**src/rtl/riscv_pkg.sv**
```systemverilog
// RV32I decode constants: opcodes, funct3/funct7 values and immediate formats.
package riscv_pkg;

    localparam logic [6:0] OP_IMM = 7'b0010011;
    localparam logic [6:0] OP     = 7'b0110011;
    localparam logic [6:0] LUI    = 7'b0110111;
    localparam logic [6:0] AUIPC  = 7'b0010111;
    localparam logic [6:0] JAL    = 7'b1101111;
    localparam logic [6:0] JALR   = 7'b1100111;
    localparam logic [6:0] BRANCH = 7'b1100011;
    localparam logic [6:0] LOAD   = 7'b0000011;
    localparam logic [6:0] STORE  = 7'b0100011;

    localparam logic [2:0] F3_ADD_SUB = 3'b000;
    localparam logic [2:0] F3_SLL     = 3'b001;
    localparam logic [2:0] F3_SRL_SRA = 3'b101;

    localparam logic [6:0] F7_BASE = 7'b0000000;
    localparam logic [6:0] F7_ALT  = 7'b0100000;

    typedef enum logic [2:0] {
        FMT_NONE,
        FMT_I,
        FMT_S,
        FMT_B,
        FMT_U,
        FMT_J
    } imm_fmt_e;

    function automatic imm_fmt_e imm_fmt(input logic [6:0] opcode);
        case (opcode)
            OP_IMM, LOAD, JALR: return FMT_I;
            STORE:              return FMT_S;
            BRANCH:             return FMT_B;
            LUI, AUIPC:         return FMT_U;
            JAL:                return FMT_J;
            default:            return FMT_NONE;
        endcase
    endfunction

endpackage

```
**src/rtl/id_stage_if.sv**
```systemverilog
// Fetch-to-decode offer: valid/ready handshake carrying pc and instruction word.
interface id_stage_if;

    logic        in_vld;
    logic        in_rdy;
    logic [31:0] pc;
    logic [31:0] is;

    modport master (output in_vld, output pc, output is, input in_rdy);
    modport slave  (input in_vld, input pc, input is, output in_rdy);

endinterface

```
**src/rtl/imm_gen.sv**
```systemverilog
// Combinational immediate generator; the format is chosen from the opcode.
module imm_gen
    import riscv_pkg::*;
#(
    parameter int XLEN = 32
) (
    input  logic [31:0]     is,
    output logic [XLEN-1:0] imm
);

    // Sign-extended immediate assembly for each instruction format
    always_comb begin
        case (imm_fmt(is[6:0]))
            FMT_I:   imm = {{20{is[31]}}, is[31:20]};
            FMT_S:   imm = {{20{is[31]}}, is[31:25], is[11:7]};
            FMT_B:   imm = {{19{is[31]}}, is[31], is[7], is[30:25], is[11:8], 1'b0};
            FMT_U:   imm = {is[31:12], 12'b0};
            FMT_J:   imm = {{11{is[31]}}, is[31], is[19:12], is[20], is[30:21], 1'b0};
            default: imm = '0;
        endcase
    end

endmodule

```
**src/rtl/id_stage.sv**
```systemverilog
// RV32I decode stage: decode, operand read/forward, load-use stall, registered output.
module id_stage
    import riscv_pkg::*;
#(
    parameter int XLEN = 32,
    parameter int NREG = 32,
    parameter int FWD  = 1
) (
    input  logic            clk,
    input  logic            rst,
    id_stage_if.slave       fe,
    input  logic            flush,
    output logic [4:0]      ra1,
    output logic [4:0]      ra2,
    output logic            re1,
    output logic            re2,
    input  logic [XLEN-1:0] rn1,
    input  logic [XLEN-1:0] rn2,
    input  logic            ex_we,
    input  logic            ex_ld,
    input  logic [4:0]      ex_wa,
    input  logic [XLEN-1:0] ex_wd,
    input  logic            mem_we,
    input  logic [4:0]      mem_wa,
    input  logic [XLEN-1:0] mem_wd,
    output logic            out_vld,
    input  logic            out_rdy,
    output logic [6:0]      t,
    output logic [2:0]      st,
    output logic            sst,
    output logic [XLEN-1:0] out1,
    output logic [XLEN-1:0] out2,
    output logic [XLEN-1:0] sd,
    output logic [XLEN-1:0] imm,
    output logic [4:0]      wa,
    output logic            we,
    output logic [31:0]     pc_o,
    output logic            ill
);

    localparam logic [5:0] NREG_LIM = 6'(NREG);

    logic [6:0]      opc;
    logic [6:0]      f7;
    logic [2:0]      f3;
    logic [4:0]      rs1, rs2, rd;
    logic            use1, use2, has_rd, known, bad_fn, bad_idx;
    logic            d_ill, d_we;
    logic [XLEN-1:0] d_imm, op1, op2, d_out1, d_out2, d_sd;
    logic            ex_hit1, ex_hit2, mem_hit1, mem_hit2;
    logic            hazard, accept;

    assign opc = fe.is[6:0];
    assign rd  = fe.is[11:7];
    assign f3  = fe.is[14:12];
    assign rs1 = fe.is[19:15];
    assign rs2 = fe.is[24:20];
    assign f7  = fe.is[31:25];

    imm_gen #(.XLEN(XLEN)) u_imm_gen (
        .is  (fe.is),
        .imm (d_imm)
    );

    // Operand usage, legality and register-write decode
    always_comb begin
        use1   = 1'b0;
        use2   = 1'b0;
        has_rd = 1'b0;
        known  = 1'b1;
        bad_fn = 1'b0;
        case (opc)
            OP: begin
                use1   = 1'b1;
                use2   = 1'b1;
                has_rd = 1'b1;
                bad_fn = !((f7 == F7_BASE) ||
                           (f7 == F7_ALT && (f3 == F3_ADD_SUB || f3 == F3_SRL_SRA)));
            end
            OP_IMM: begin
                use1   = 1'b1;
                has_rd = 1'b1;
                if (f3 == F3_SLL)
                    bad_fn = (f7 != F7_BASE);
                else if (f3 == F3_SRL_SRA)
                    bad_fn = (f7 != F7_BASE) && (f7 != F7_ALT);
            end
            LOAD, JALR: begin
                use1   = 1'b1;
                has_rd = 1'b1;
            end
            STORE, BRANCH: begin
                use1 = 1'b1;
                use2 = 1'b1;
            end
            LUI, AUIPC, JAL: has_rd = 1'b1;
            default: known = 1'b0;
        endcase
        bad_idx = (use1   && {1'b0, rs1} >= NREG_LIM) ||
                  (use2   && {1'b0, rs2} >= NREG_LIM) ||
                  (has_rd && {1'b0, rd}  >= NREG_LIM);
        d_ill = !known || bad_fn || bad_idx;
        d_we  = has_rd && (rd != 5'd0) && !d_ill;
    end

    assign ex_hit1  = ex_we  && (ex_wa  != 5'd0) && (ex_wa  == rs1);
    assign ex_hit2  = ex_we  && (ex_wa  != 5'd0) && (ex_wa  == rs2);
    assign mem_hit1 = mem_we && (mem_wa != 5'd0) && (mem_wa == rs1);
    assign mem_hit2 = mem_we && (mem_wa != 5'd0) && (mem_wa == rs2);

    // Source values: EX beats MEM beats register file; x0 always reads zero
    always_comb begin
        op1 = rn1;
        op2 = rn2;
        if (FWD != 0) begin
            if (ex_hit1)       op1 = ex_wd;
            else if (mem_hit1) op1 = mem_wd;
            if (ex_hit2)       op2 = ex_wd;
            else if (mem_hit2) op2 = mem_wd;
        end
        if (rs1 == 5'd0) op1 = '0;
        if (rs2 == 5'd0) op2 = '0;
    end

    // Stall on load-use, or on any RAW against EX/MEM when forwarding is absent
    always_comb begin
        hazard = ex_ld && ((use1 && ex_hit1) || (use2 && ex_hit2));
        if (FWD == 0)
            hazard = hazard || (use1 && (ex_hit1 || mem_hit1)) ||
                               (use2 && (ex_hit2 || mem_hit2));
    end

    // ALU operand and store-data selection
    always_comb begin
        case (opc)
            LUI:        d_out1 = '0;
            AUIPC, JAL: d_out1 = fe.pc;
            default:    d_out1 = op1;
        endcase
        case (opc)
            OP, BRANCH: d_out2 = op2;
            JAL, JALR:  d_out2 = XLEN'(4);
            default:    d_out2 = d_imm;
        endcase
        d_sd = (opc == STORE || opc == BRANCH) ? op2 : '0;
    end

    assign ra1       = rst ? 5'd0 : rs1;
    assign ra2       = rst ? 5'd0 : rs2;
    assign re1       = !rst && use1;
    assign re2       = !rst && use2;
    assign fe.in_rdy = !rst && (!out_vld || out_rdy) && !hazard && !flush;
    assign accept    = fe.in_vld && fe.in_rdy;

    // Output pipeline register: flush kills, accept loads, consume drains
    always_ff @(posedge clk) begin
        if (rst) begin
            out_vld <= 1'b0;
            t       <= '0;
            st      <= '0;
            sst     <= 1'b0;
            out1    <= '0;
            out2    <= '0;
            sd      <= '0;
            imm     <= '0;
            wa      <= '0;
            we      <= 1'b0;
            pc_o    <= '0;
            ill     <= 1'b0;
        end else if (flush) begin
            out_vld <= 1'b0;
        end else if (accept) begin
            out_vld <= (fe.is != 32'd0);
            t       <= opc;
            st      <= f3;
            sst     <= fe.is[30];
            out1    <= d_out1;
            out2    <= d_out2;
            sd      <= d_sd;
            imm     <= d_imm;
            wa      <= rd;
            we      <= d_we;
            pc_o    <= fe.pc;
            ill     <= d_ill;
        end else if (out_rdy) begin
            out_vld <= 1'b0;
        end
    end

endmodule

```
**src/flat_wrapper.sv**
```systemverilog
// flat-port wrapper written by rule: the top's interface ports become plain ports
module id_stage_flat import riscv_pkg::*;
#(
    parameter int XLEN = 32,
    parameter int NREG = 32,
    parameter int FWD  = 1
)
  (clk, rst, flush, ra1, ra2, re1, re2, rn1, rn2, ex_we, ex_ld, ex_wa, ex_wd, mem_we, mem_wa, mem_wd, out_vld, out_rdy, t, st, sst, out1, out2, sd, imm, wa, we, pc_o, ill, fe_in_vld, fe_pc, fe_is, fe_in_rdy);
  id_stage_if fe_i ();
  input  logic clk;
  input  logic rst;
  input  logic flush;
  output logic [4:0] ra1;
  output logic [4:0] ra2;
  output logic re1;
  output logic re2;
  input  logic [XLEN-1:0] rn1;
  input  logic [XLEN-1:0] rn2;
  input  logic ex_we;
  input  logic ex_ld;
  input  logic [4:0] ex_wa;
  input  logic [XLEN-1:0] ex_wd;
  input  logic mem_we;
  input  logic [4:0] mem_wa;
  input  logic [XLEN-1:0] mem_wd;
  output logic out_vld;
  input  logic out_rdy;
  output logic [6:0] t;
  output logic [2:0] st;
  output logic sst;
  output logic [XLEN-1:0] out1;
  output logic [XLEN-1:0] out2;
  output logic [XLEN-1:0] sd;
  output logic [XLEN-1:0] imm;
  output logic [4:0] wa;
  output logic we;
  output logic [31:0] pc_o;
  output logic ill;
  input wire logic [$bits(fe_i.in_vld)-1:0] fe_in_vld;
  input wire logic [$bits(fe_i.pc)-1:0] fe_pc;
  input wire logic [$bits(fe_i.is)-1:0] fe_is;
  output wire logic [$bits(fe_i.in_rdy)-1:0] fe_in_rdy;
  assign fe_i.in_vld = fe_in_vld;
  assign fe_i.pc = fe_pc;
  assign fe_i.is = fe_is;
  assign fe_in_rdy = fe_i.in_rdy;
  id_stage #(.XLEN(XLEN), .NREG(NREG), .FWD(FWD)) u_core (.clk(clk), .rst(rst), .fe(fe_i), .flush(flush), .ra1(ra1), .ra2(ra2), .re1(re1), .re2(re2), .rn1(rn1), .rn2(rn2), .ex_we(ex_we), .ex_ld(ex_ld), .ex_wa(ex_wa), .ex_wd(ex_wd), .mem_we(mem_we), .mem_wa(mem_wa), .mem_wd(mem_wd), .out_vld(out_vld), .out_rdy(out_rdy), .t(t), .st(st), .sst(sst), .out1(out1), .out2(out2), .sd(sd), .imm(imm), .wa(wa), .we(we), .pc_o(pc_o), .ill(ill));
endmodule
```
**config.mk**
```make
export PLATFORM = sky130hd
export DESIGN_NAME = id_stage_flat
export DESIGN_NICKNAME = d
export VERILOG_FILES = /design/src/rtl/riscv_pkg.sv /design/src/rtl/id_stage_if.sv /design/src/rtl/imm_gen.sv /design/src/rtl/id_stage.sv /design/src/flat_wrapper.sv
export SDC_FILE = /design/constraint.sdc
export NUM_CORES = 1
export LEC_CHECK = 0
export ABC_AREA = 1
export ABC_CLOCK_PERIOD_IN_PS = 3000
export CAP_MARGIN = 20
export CELL_PAD_IN_SITES_DETAIL_PLACEMENT = 1
export CELL_PAD_IN_SITES_GLOBAL_PLACEMENT = 1
export CORE_UTILIZATION = 30
export DETAILED_ROUTE_END_ITERATION = 16
export PLACE_DENSITY_LB_ADDON = 0.1
export SLEW_MARGIN = 20
export SYNTH_ARGS = -nofsm -noshare
export SYNTH_HDL_FRONTEND = slang
export SYNTH_SLANG_ARGS = --single-unit
```
**constraint.sdc**
```tcl
create_clock -name clk -period 3 [get_ports clk]
set_input_delay 0.6 -clock clk [delete_from_list [all_inputs] [get_ports clk]]
set_output_delay 0.6 -clock clk [all_outputs]
set_load 0.005 [all_outputs]
```
==> key figures <==
Outcome
  • Outcome: complete, but fails checks
  • Failing checks: setup timing

Pwr
  • Comb pwr share: between 15 and 20%
  • Peak VDD IR: ~430 uV
  • PwrDens: between 300 and 400 nW/um^2
  • Overall power: 6.20 mW
  • Reg power frac: around 40%
  • Internal power of the cells: approximately 4.4 mW
  • Clock Power Share: 40.0%
  • Sw frac: a little under 30%
  • Leakage: approximately 6.8 nW
  • Switching power total: between 1.5 and 2 mW

Floorplan
  • Num ports: 402
  • Die height: roughly 190 microns
  • Die area: roughly 35,000 sq um
  • Cell row count: 67
  • Initial Util: between 30% and 40%
  • Core area: about 34,000 sq um
  • Chip width: 187 microns

Hold path
  • Min-delay src: rst
  • Hold Crit Class: in -> reg

Synthesis
  • Sequential fraction of the synthesis area: 35.0%
  • Ys Warns: 0
  • Register bit total from synthesis: between 150 and 200
  • Synth unique cells: 30
  • Post-synth EDFFs: 0
  • Avg Inst Size Synth: around 6.0 sq um
  • Synth Net Count: roughly 1,900
  • Ys async rst share: 0%
  • Primary FF master, synth: dfxtp_1
  • Cell area after synthesis: 10,200 sq um
  • Synth Instances: roughly 1,700

Cells and area
  • Design Area, Final: about 16,000 sq um
  • Fillers: between 4,000 and 5,000
  • NumNets Final: around 2,300
  • Leading cell type in the layout, fill and taps excluded: nand2_1
  • Most frequent cells in the layout: nand2_1 (613), clkdlybuf4s50_1 (388), nand3_1 (205)
  • Share of cells above drive strength 1: ~7.2%
  • P&R area growth vs syn: 54.6%

STA
  • Fin. Hold Viols: 0
  • Smallest hold slack: between 0.4 and 0.5 ns
  • RSZ-0062 raised after global routing: yes
  • Worst slew pin tran: 0.987 ns
  • Minimum clock period: 3.00 ns
  • Setup violators final: 1
  • Crit share post-route: 100%
  • Skew final: a little under 0.01 ns
  • Achievable Freq: about 0.33 GHz
  • Relative slew margins: 33.9%
  • Final Max Slew Viols: 0
  • Worst setup margin: -0.00297 ns

Routing
  • DRT iter0 DRCs: 744
  • WL/cell: slightly above 20 microns
  • Number of routed nets with antenna violations: 0
  • 1st-pass router iterations: 5
  • DR vias: roughly 13,000
  • Final wirelength: between 50 and 60 mm
  • Via density per instance: 5.02
  • Drt drc: 0

Clock tree
  • TritonCTS buffer count: 17
  • # hold bufs at CTS: 0
  • CTS tree: built
  • Root Buffer: clkbuf_16
  • Clock Path Buffers: 2
  • CTS sink count: approximately 180
  • H-tree depth: 4
  • Skew-Pair Late Insertion Delay: 0.46 ns
  • Worst-path clk slew: roughly 0.08 ns

Placed design
  • IO buf count: approximately 400
  • Placed inst area: between 15,000 and 20,000 sq um
  • Placer congestion estimate: 0.967
  • Detailed Place HPWL: ~40 mm
  • Place WS: -0.250 ns

Worst setup path
  • Nature of the critical path startpoint: primary input
  • Crit path max fanout: 3
  • Reg-to-Reg Start: u_core.out_vld
  • Crit path from: fe_is[2]
  • Crit path required time: between 2 and 2.5 ns
  • Crit path DAT: between 2 and 2.5 ns
  • Critical path capture point type: primary output
  • Setup Crit Path Kind: in -> out

Global routing
  • Vias in the first global route: around 13,000
  • Initial antenna violation count: 9
  • GRT Total Usage: 29.9%
  • First-pass GRT wire length: a little under 80 mm
  • Global route overflow: 0
  • Largest net degree at the start of global routing: 90

Job
  • Max-Cap Viols: 0
==> flip-flops by register name (all words and copies together) (netlist names) <==
register	cells
u_core.out2	32
u_core.out_vld	1
u_core.out1	32
u_core.we	1
u_core.st	3
u_core.t	7
u_core.imm	32
u_core.sst	1
u_core.pc_o	32
u_core.wa	5
u_core.ill	1
u_core.sd	32
==> cells in the mapped netlist, types with 3 or more instances <==
master	count	area share [%]
nor2_2	5	0.31
nand3_1	205	10
nand3b_1	27	2.0
xor2_1	8	0.68
buf_6	9	0.99
a21oi_1	141	6.9
clkbuf_1	72	2.6
xnor2_1	6	0.51
inv_1	125	4.6
nand2_2	3	0.18
buf_2	16	0.78
buf_4	15	1.1
nor3_1	7	0.34
nor2_1	155	5.7
o21ai_0	79	3.9
inv_2	4	0.15
dfxtp_1	179	35
clkinv_1	14	0.51
nand2_1	621	23
==> final cells by class <==
cell class / count / area [sq um] / area share, %
flip-flops and latches: 179 / 3580 / 22.6
repair buffers: 484 / 4860 / 30.7
diodes: 5 / 12.5 / 0.0790
well taps: 448 / 561 / 3.54
multi-input cells: 1269 / 5650 / 35.7
inverters: 143 / 542 / 3.42
clock buffers: 18 / 439 / 2.77
clock inverters: 14 / 176 / 1.11
==> power by group through the flow <==
stage | Combinational, mW | Sequential, mW | Clock [mW]
4_1_cts | 1.24 | 2.49 | 2.52
3_5_place_dp | 1.22 | 2.55 | 0
6_report | 1.23 | 2.49 | 2.48
3_3_place_gp | 1.21 | 2.55 | 0
5_1_grt | 1.32 | 2.50 | 2.63
2_1_floorplan | 0.458 | 2.55 | 0
==> worst max-delay path: stages <==
cell and delay, ns:
clkdlybuf4s50_1 0.50, inv_2 0.07, nand2_2 0.09, nor2_4 0.05, buf_6 0.11, nand2_2 0.06
nand2_2 0.09, nor2_4 0.10, nor2_2 0.05, nand2_2 0.07, nand2_1 0.05, inv_1 0.07
clkdlybuf4s50_1 0.49
==> stage by stage <==
step / util (%) / TNS (ns) / cells
5_1_grt: 47.2 / -0.0959 / 2559
3_3_place_gp: 45.1 / -4.51 / 2521
4_1_cts: 47.1 / 0 / 2555
2_1_floorplan: - / 0 / 1705
3_5_place_dp: 45.1 / -6.47 / 2521
6_report: 47.2 / -0.00297 / 2560
==> path summary, 6_finish.rpt <==
check | to | slack (ns) | cells after the start
hold reg to reg | u_core.pc_o[31] | 0.46 | 2
setup reg to reg | u_core.pc_o[4] | 1.35 | 8
hold / removal | u_core.out_vld | 0.45 | 3
setup / recovery | fe_in_rdy | -0.003 | 13
==> layer usage <==
layer | track usage [%] | routed length (microns) | part of all wire (%)
met3 | 7.32 | 3120 | 5.9
met5 | 0 | 57 | 0.11
met2 | 52.9 | 26300 | 50
met4 | 10.2 | 1420 | 2.7
met1 | 35.1 | 22100 | 42
==> cell families (layout without fill, tap and decap cells) <==
| kind of cell | after synthesis | after routing | share of synthesized area, % |
|---|---|---|---|
| AOI/OAI and AO/OA | 226 | 226 | 11.2 |
| xor gates and xnor gates | 14 | 14 | 1.20 |
| buffers and inverters | 257 | 659 | 10.8 |
| DFF | 179 | 179 | 35.0 |
| other | 0 | 5 | 0 |
| and+or+nand+nor | 1029 | 1029 | 41.8 |
==> what timing repair did <==
| item | 4_1_cts | 5_1_grt |
|---|---|---|
| buffers inserted | 2 | 0 |
| resized for setup | 22 | 7 |
| pin swaps | 4 | 1 |
| endpoints found under the setup margin | 2 | 3 |
(Power assumes the default switching activity.)
